File: config.mk
export PLATFORM = sky130hd
export DESIGN_NAME = bus_move_ctrl
export DESIGN_NICKNAME = d
export VERILOG_FILES = /design/src/rtl/bus_move_pkg.sv /design/src/rtl/bus_move_ctrl_rr_arbiter.sv /design/src/rtl/bus_move_ctrl.sv
export SDC_FILE = /design/constraint.sdc
export NUM_CORES = 1
export LEC_CHECK = 0
export BUFFER_PORTS_ARGS = -buffer_cell sky130_fd_sc_hd__buf_2
export CAP_MARGIN = 20
export CORE_ASPECT_RATIO = 1.5
export CORE_UTILIZATION = 30
export CTS_BUF_LIST = sky130_fd_sc_hd__clkbuf_4 sky130_fd_sc_hd__clkbuf_8
export DETAILED_ROUTE_END_ITERATION = 7
export GPL_TIMING_DRIVEN = 0
export PLACE_DENSITY_LB_ADDON = 0.15
export SYNTH_ARGS = -nofsm -noshare
export SYNTH_HDL_FRONTEND = slang
export SYNTH_SLANG_ARGS = --single-unit
File: constraint.sdc
create_clock -name clk -period 1.95 [get_ports clk]
set_input_delay 0.195 -clock clk [delete_from_list [all_inputs] [get_ports clk]]
set_output_delay 0.195 -clock clk [all_outputs]
set_load 0.03 [all_outputs]
File: src/rtl/bus_move_pkg.sv
// Shared types and helpers for the bus move sequencer.
// State encoding, default sizes and a one-hot decode helper.
package bus_move_pkg;

    typedef enum logic [1:0] {
        S_IDLE,
        S_DRIVE,
        S_LATCH,
        S_TURN
    } state_e;

    localparam int NREG_DEF = 8;
    localparam int NREQ_DEF = 2;

    function automatic logic oh_bit(
        input int unsigned idx,
        input int unsigned pos
    );
        return idx == pos;
    endfunction

endpackage

File: src/rtl/bus_move_ctrl_rr_arbiter.sv
// Combinational round-robin arbiter.
// Search begins at ptr and wraps; first asserted request wins.
module rr_arbiter
    import bus_move_pkg::*;
#(
    parameter int N  = NREQ_DEF,
    parameter int IW = (N > 1) ? $clog2(N) : 1
) (
    input  logic [N-1:0]  req,
    input  logic [IW-1:0] ptr,
    output logic [N-1:0]  gnt,
    output logic [IW-1:0] idx
);

    int   c;
    logic found;

    always_comb begin
        gnt   = '0;
        idx   = '0;
        found = 1'b0;
        c     = 0;
        for (int k = 0; k < N; k++) begin
            c = int'(ptr) + k;
            if (c >= N) c = c - N;
            if (!found && req[c]) begin
                found  = 1'b1;
                gnt[c] = 1'b1;
                idx    = IW'(c);
            end
        end
    end

endmodule

File: src/rtl/bus_move_ctrl.sv
// Shared-bus move sequencer: arbitrates requesters and sequences
// rd/wr strobes through drive, latch and turnaround cycles.
module bus_move_ctrl
    import bus_move_pkg::*;
#(
    parameter  int NREG = NREG_DEF,
    parameter  int NREQ = NREQ_DEF,
    localparam int AW   = $clog2(NREG),
    localparam int IW   = (NREQ > 1) ? $clog2(NREQ) : 1
) (
    input  logic             clk,
    input  logic             rst,
    input  logic [NREQ-1:0]    req_valid,
    input  logic [NREQ*AW-1:0] req_src,
    input  logic [NREQ*AW-1:0] req_dst,
    output logic [NREQ-1:0]    req_ready,
    output logic [NREG-1:0]    rd,
    output logic [NREG-1:0]    wr,
    output logic             done,
    output logic [IW-1:0]    done_id,
    output logic             busy
);

    state_e          state_q, state_d;
    logic [IW-1:0]   ptr_q, ptr_d;
    logic [IW-1:0]   id_q, id_d;
    logic [IW-1:0]   done_id_q, done_id_d;
    logic [AW-1:0]   src_q, src_d;
    logic [AW-1:0]   dst_q, dst_d;
    logic [NREG-1:0] rd_q, rd_d;
    logic [NREG-1:0] wr_q, wr_d;
    logic            done_q, done_d;
    logic            busy_q, busy_d;
    logic [NREQ-1:0] gnt;
    logic [IW-1:0]   gnt_idx;

    rr_arbiter #(
        .N  (NREQ),
        .IW (IW)
    ) u_arb (
        .req (req_valid),
        .ptr (ptr_q),
        .gnt (gnt),
        .idx (gnt_idx)
    );

    assign req_ready = (state_q == S_IDLE) ? gnt : '0;

    always_comb begin
        state_d = state_q;
        ptr_d   = ptr_q;
        id_d    = id_q;
        src_d   = src_q;
        dst_d   = dst_q;
        unique case (state_q)
            S_IDLE: begin
                if (|gnt) begin
                    state_d = S_DRIVE;
                    id_d    = gnt_idx;
                    src_d   = req_src[int'(gnt_idx)*AW +: AW];
                    dst_d   = req_dst[int'(gnt_idx)*AW +: AW];
                end
            end
            S_DRIVE: state_d = S_LATCH;
            S_LATCH: begin
                state_d = S_TURN;
                ptr_d   = (int'(id_q) == NREQ - 1) ? '0 : id_q + 1'b1;
            end
            S_TURN:  state_d = S_IDLE;
            default: state_d = S_IDLE;
        endcase
    end

    // Strobes are computed from the next state so the outputs are registered.
    always_comb begin
        rd_d = '0;
        wr_d = '0;
        for (int i = 0; i < NREG; i++) begin
            rd_d[i] = (state_d == S_DRIVE || state_d == S_LATCH)
                      && oh_bit(32'(src_d), 32'(i));
            wr_d[i] = (state_d == S_LATCH) && oh_bit(32'(dst_d), 32'(i));
        end
        done_d    = (state_d == S_TURN);
        busy_d    = (state_d != S_IDLE);
        done_id_d = done_d ? id_d : done_id_q;
    end

    always_ff @(posedge clk) begin
        if (rst) begin
            state_q   <= S_IDLE;
            ptr_q     <= '0;
            id_q      <= '0;
            src_q     <= '0;
            dst_q     <= '0;
            rd_q      <= '0;
            wr_q      <= '0;
            done_q    <= 1'b0;
            done_id_q <= '0;
            busy_q    <= 1'b0;
        end else begin
            state_q   <= state_d;
            ptr_q     <= ptr_d;
            id_q      <= id_d;
            src_q     <= src_d;
            dst_q     <= dst_d;
            rd_q      <= rd_d;
            wr_q      <= wr_d;
            done_q    <= done_d;
            done_id_q <= done_id_d;
            busy_q    <= busy_d;
        end
    end

    assign rd      = rd_q;
    assign wr      = wr_q;
    assign done    = done_q;
    assign done_id = done_id_q;
    assign busy    = busy_q;

endmodule
* Word-level counts from Yosys, hierarchy flattened
Cells that the tools add are included.
Cells by class: add/sub/neg operators 4, multiply operators 1, magnitude comparators 6, eq/ne operators 20, shifts and indexed selects 2, mux-type cells 27, bitwise logic cells 1, reductions and logical operators 26
Operator list (count):
- $ge 32x1->1 const B | 2
- $lt 32x3->1 const B | 2
- $mux 32 | 2
- $ge 32x3->1 const B | 1
- $shiftx 6x32->3 | 1
- $sub 32x3->32 const B | 1
- $eq 3x3->1 const B | 8
- $logic_and 1x1->1 | 19
- $mux 1 | 14
- $eq 3x2->1 const B | 4
- $mux 3 | 4
- $eq 2x2->1 const B | 4
- $mux 2 | 4
- $pmux 2 s4 | 1
- $eq 3x1->1 const B | 2
- $logic_not 3->1 | 2
- $shiftx 6x4->3 | 1
- $eq 2x1->1 const B | 2
- $mul 1x2->3 const B | 1
- $sub 1x2->3 const B | 1
- $add 1x1->2 const B | 1
- $demux 1 s1 | 2
- $ge 1x2->1 const B | 1
- $logic_not 2->1 | 1
- 6 further kinds | 6
Word-level totals: register bits 29, input bits 16, output and inout bits 21, logic and storage cells 97

* Logic depth before layout (Yosys ltp)
depth in word-level cells 15, gate-level depth with buffers 9, mapped depth without buffers 9

* Hierarchy
Synthesis repeated with hierarchy kept, for this count alone.
Unflattened totals: cell total of the unflattened synthesis 103, area, all modules 1182.4 um^2
By module, submodules not included:
- bus_move_ctrl | instances 1, cells an instance 99, area an instance 1152.4 um^2, sequential area each 580.6 um^2
- rr_arbiter | instances 1, cells an instance 4, area an instance 30.0 um^2, sequential area each 0.0 um^2

* Worst setup path after synthesis
No wires, ideal clock.
kind register -> register, start register state_q[0], end register rd_q[6], in the netlist rd[6], library setup time 0.133 ns, arrival 1.473 ns, data required time 1.817 ns, slack 0.344 ns, stages on the path, launching flop included 9, path buffers 0, period minus slack after synthesis 1.606 ns, cell sequence dfxtp_1 > inv_1 > ha_1 > o21ai_0 > ha_1 > nand2b_1 > inv_1 > o221ai_1 > nor3_1
Between the ends: cells in the longest elaborated chain, start to end 5, elaborated cells on any way between the ends 12, those cells by class eq/ne: 6; mux: 3; reduce/logical: 3
Ends and longest elaborated chain:
- from (decl) | line bus_move_ctrl.sv:24 | state_e state_q, state_d;
- from (signal assigned) | line bus_move_ctrl.sv:101 | state_q <= state_d;
- $eq 2x2->1, or another cell as far along | line bus_move_ctrl.sv:55 | unique case (state_q)
- $pmux 2 s4 | line bus_move_ctrl.sv:55
- $eq 2x1->1 / $eq 2x2->1 (equally long branches) | line bus_move_ctrl.sv:79 | rd_d[i] = (state_d == S_DRIVE || state_d == S_LATCH)
- $logic_or 1x1->1 | line bus_move_ctrl.sv:79
- $logic_and 1x1->1 (*) | line bus_move_ctrl.sv:80 | && oh_bit(32'(src_d), 32'(i));
- to (signal assigned) | line bus_move_ctrl.sv:106 | rd_q <= rd_d;
- to (decl) | line bus_move_ctrl.sv:30 | logic [NREG-1:0] rd_q, rd_d;
Mark *: on every way between the ends. The rest lies on a longest branch, timed or not. A chain may end at the register's enable or synchronous reset.

* Worst setup path after layout
Same ends and word-level chain as after synthesis.

==> summary.txt <==
Timing
  • Final Critical Period: ~1.7 ns
  • Post-route clock period utilization: between 80% and 90%
  • Clock skew: about 0.0017 ns
  • Final hold viol count: 0
  • Setup_tns: 0 ns
  • Relative max-transition margin: between 60 and 70%
  • Final setup violation count: 0
  • Slew Viols, Final: 0
  • RSZ-0062 raised after global routing: false
  • Slew @ Worst Pin: slightly above 0.5 ns
  • Max Fclk: 0.574 GHz
  • Hold_ws: between 0.15 and 0.2 ns

Power and ir drop
  • Power Density: 1670 nW/um2
  • Total power draw: around 2.4 mW
  • VDD IR-drop max: about 0.00071 V
  • P_leak: ~0.67 nW

Placed design
  • Gp weighted congestion: ~0.73
  • Count of input and output buffers: 36
  • DP Cell Count: between 150 and 200
  • HPWL Detailed: ~2000 um

Synthesis
  • Synth Register Bits: 29
  • FFs w/ async S/R, synth: 0%
  • XOR/XNOR Fraction of Synth Area: 0%
  • Top post-synthesis cells by area: dfxtp_1, ha_1, nor4_1
  • EDFF count, synth: 0
  • Area leader, netlist: dfxtp_1
  • Adder-cell share of the synthesized area: under 10%
  • Synth Flop Type: dfxtp_1
  • Largest family of logic cells by synthesized area: compound AO/OA/AOI/OAI gates
  • Synth Area in Compound Gates: between 20% and 30%
  • Yosys warns: 0
  • Cell Area, Synth: around 1100 um2
  • Seq/Total Area, Yosys: 50.8%
  • Top-area cell type share of the netlist area: 50.8%
  • Simple-gate share of the synthesized area: about a fifth
  • Gate Count Post-Synth: 116
  • Portion of netlist area occupied by mux cells: 0%
  • Synthesized area per cell: approximately 9.8 um2
  • Yosys cell types: 28
  • Syn Nets: approximately 140

Routing
  • TritonRoute pass-1 iters: 4
  • DRT iter0 DRCs: 8
  • Total number of vias: about 990
  • WL final: between 2000 and 3000 um
  • DRC: 0
  • Remaining antenna violation count: 0
  • Drt wl/cell: 12.8 um
  • Vias per cell: 4.90

Critical path
  • Worst reg2reg path endpoint: rd[6]
  • Critical Path Source Type: flop
  • Critical path peak fanout: 6
  • R2R Setup Slk: just over 0.2 ns
  • Nature of the critical path endpoint: flop
  • Crit. Startpoint: state_q[0]
  • Setup crit end: rd[6]
  • CP Data Required Time: 2.14 ns
  • Worst R2R Start: state_q[0]
  • Worst Path Arrival: roughly 1.9 ns
  • Path type of the worst setup path: reg2reg
  • Reg2Reg Depth: 8

Floorplanning
  • Row count: 27
  • Die area: ~4100 um2
  • Core ar.: 3650 um2
  • # IOs: 37
  • Initial Utilization: a little under a third
  • Die Span Y: slightly below 80 um
  • DIE WIDTH: roughly 52 um

GRT
  • First-pass GRT wire length: 4330 um
  • GRT overflow: 0
  • Initial antenna violation count: 0
  • Largest net degree at the start of global routing: 11
  • Number of global-route vias before repair: 1,018
  • GRT Util Overall: between 10 and 15%

Layout
  • Final std cells w/o fill: a little over 200
  • Diodes inserted: 0
  • Most frequent cells in the layout: buf_2, dfxtp_1, nor2_1
  • Multi-input gate area: between 500 and 600 um2
  • Commonest non-fill, non-tap cell in the layout: buf_2
  • Filler cells: 397
  • Share of layout cells above drive strength 1: between 30% and 40%
  • Post-layout net count: 180
  • Syn-to-layout area delta: 28.4%
  • Storage cell area: slightly below 600 um2

Status
  • Status: finished, final reports clean

Clock tree
  • H-tree depth: 2
  • CTS tree: done
  • Clock slew seen by the registers of the worst setup and hold paths: approximately 0.060 ns
  • CTS Buffer Depth: 2
  • CTS Root Cell: clkbuf_8
  • Cts bufs inserted: 5
  • Post-CTS setup repair buffer count: 0
  • PostCTS Resize Cnt: 0
  • Hold_buf cts: 0
  • Worst-Skew Late Latency: ~0.27 ns
  • Clk sinks: 29

Worst hold path
  • Hold Path Class: in2reg

Flow run
  • Max-cap violations: 0
power by group:
group | internal (mW) | total [mW] | switching (mW)
clock network | 0.293 | 0.501 | 0.208
registers | 0.748 | 0.809 | 0.0608
logic | 0.405 | 1.14 | 0.730
total | 1.45 | 2.45 | 1.00
stage by stage:
step / setup WS [ns] / utilization, % / cell area, um2
6_report: 0.207 / 40.2 / 1470
5_1_grt: 0.0171 / 40.2 / 1470
4_1_cts: 0.101 / 40.2 / 1470
3_5_place_dp: 0.109 / 37.7 / 1380
3_3_place_gp: 0.152 / 37.7 / 1380
2_1_floorplan: 0.344 / - / 1140
flip-flops by register name, summed over array words and instances, names as in the netlist:
name and count:
dst_q 3, rd 8, ptr_q 1, done_id 1
src_q 3, id_q 1, done 1, busy 1
wr 8, state_q 2
cell type report:
class / instances / area share (%)
sequential: 29 / 39.6
timing repair buffer: 36 / 12.3
tap: 43 / 3.67
inverter: 6 / 1.54
multi-input combinational: 78 / 35.2
buffer: 3 / 1.54
clock buffer: 7 / 6.14
Yosys cell counts, types with 2 or more instances:
| cell type | n |
|---|---|
| a211oi_1 | 2 |
| o22ai_1 | 4 |
| nor4_1 | 8 |
| a21boi_1 | 5 |
| nor2b_1 | 3 |
| nand2_1 | 8 |
| dfxtp_1 | 29 |
| o221ai_1 | 2 |
| o21ai_1 | 5 |
| nor2_1 | 10 |
| nor3_1 | 9 |
| o22a_1 | 4 |
| o22a_4 | 2 |
| nand2b_1 | 2 |
| inv_1 | 6 |
| ha_1 | 5 |
worst max-delay path, stage by stage, from the launching register on:
cell,delay [ns]
dfxtp_1,0.32
inv_1,0.10
ha_1,0.26
o21ai_1,0.13
ha_1,0.29
nand2b_1,0.11
inv_1,0.08
o221ai_1,0.19
nor3_1,0.19
logic make-up after synthesis:
kind of cell,Yosys count
DFF,29
AOI/OAI and AO/OA,29
and+or+nand+nor,44
buffers and inverters,9
adders and majority gates,5
metal layers:
layer | wire (um) | global-route usage (%)
met5 | 0 | 0
met4 | 38 | 9.21
met3 | 151 | 4.31
met2 | 1430 | 25.3
met1 | 960 | 14.3
how the worst min path moves through the flow:
stage,startpoint,to,cells past startpoint
final,rst,done,2
after global routing,rst,done,2
after CTS,rst,done,2
after detailed placement,id_q,ptr_q,1
after global placement,id_q,ptr_q,1
after floorplan,rst,done,1
(Power assumes the default switching activity.)
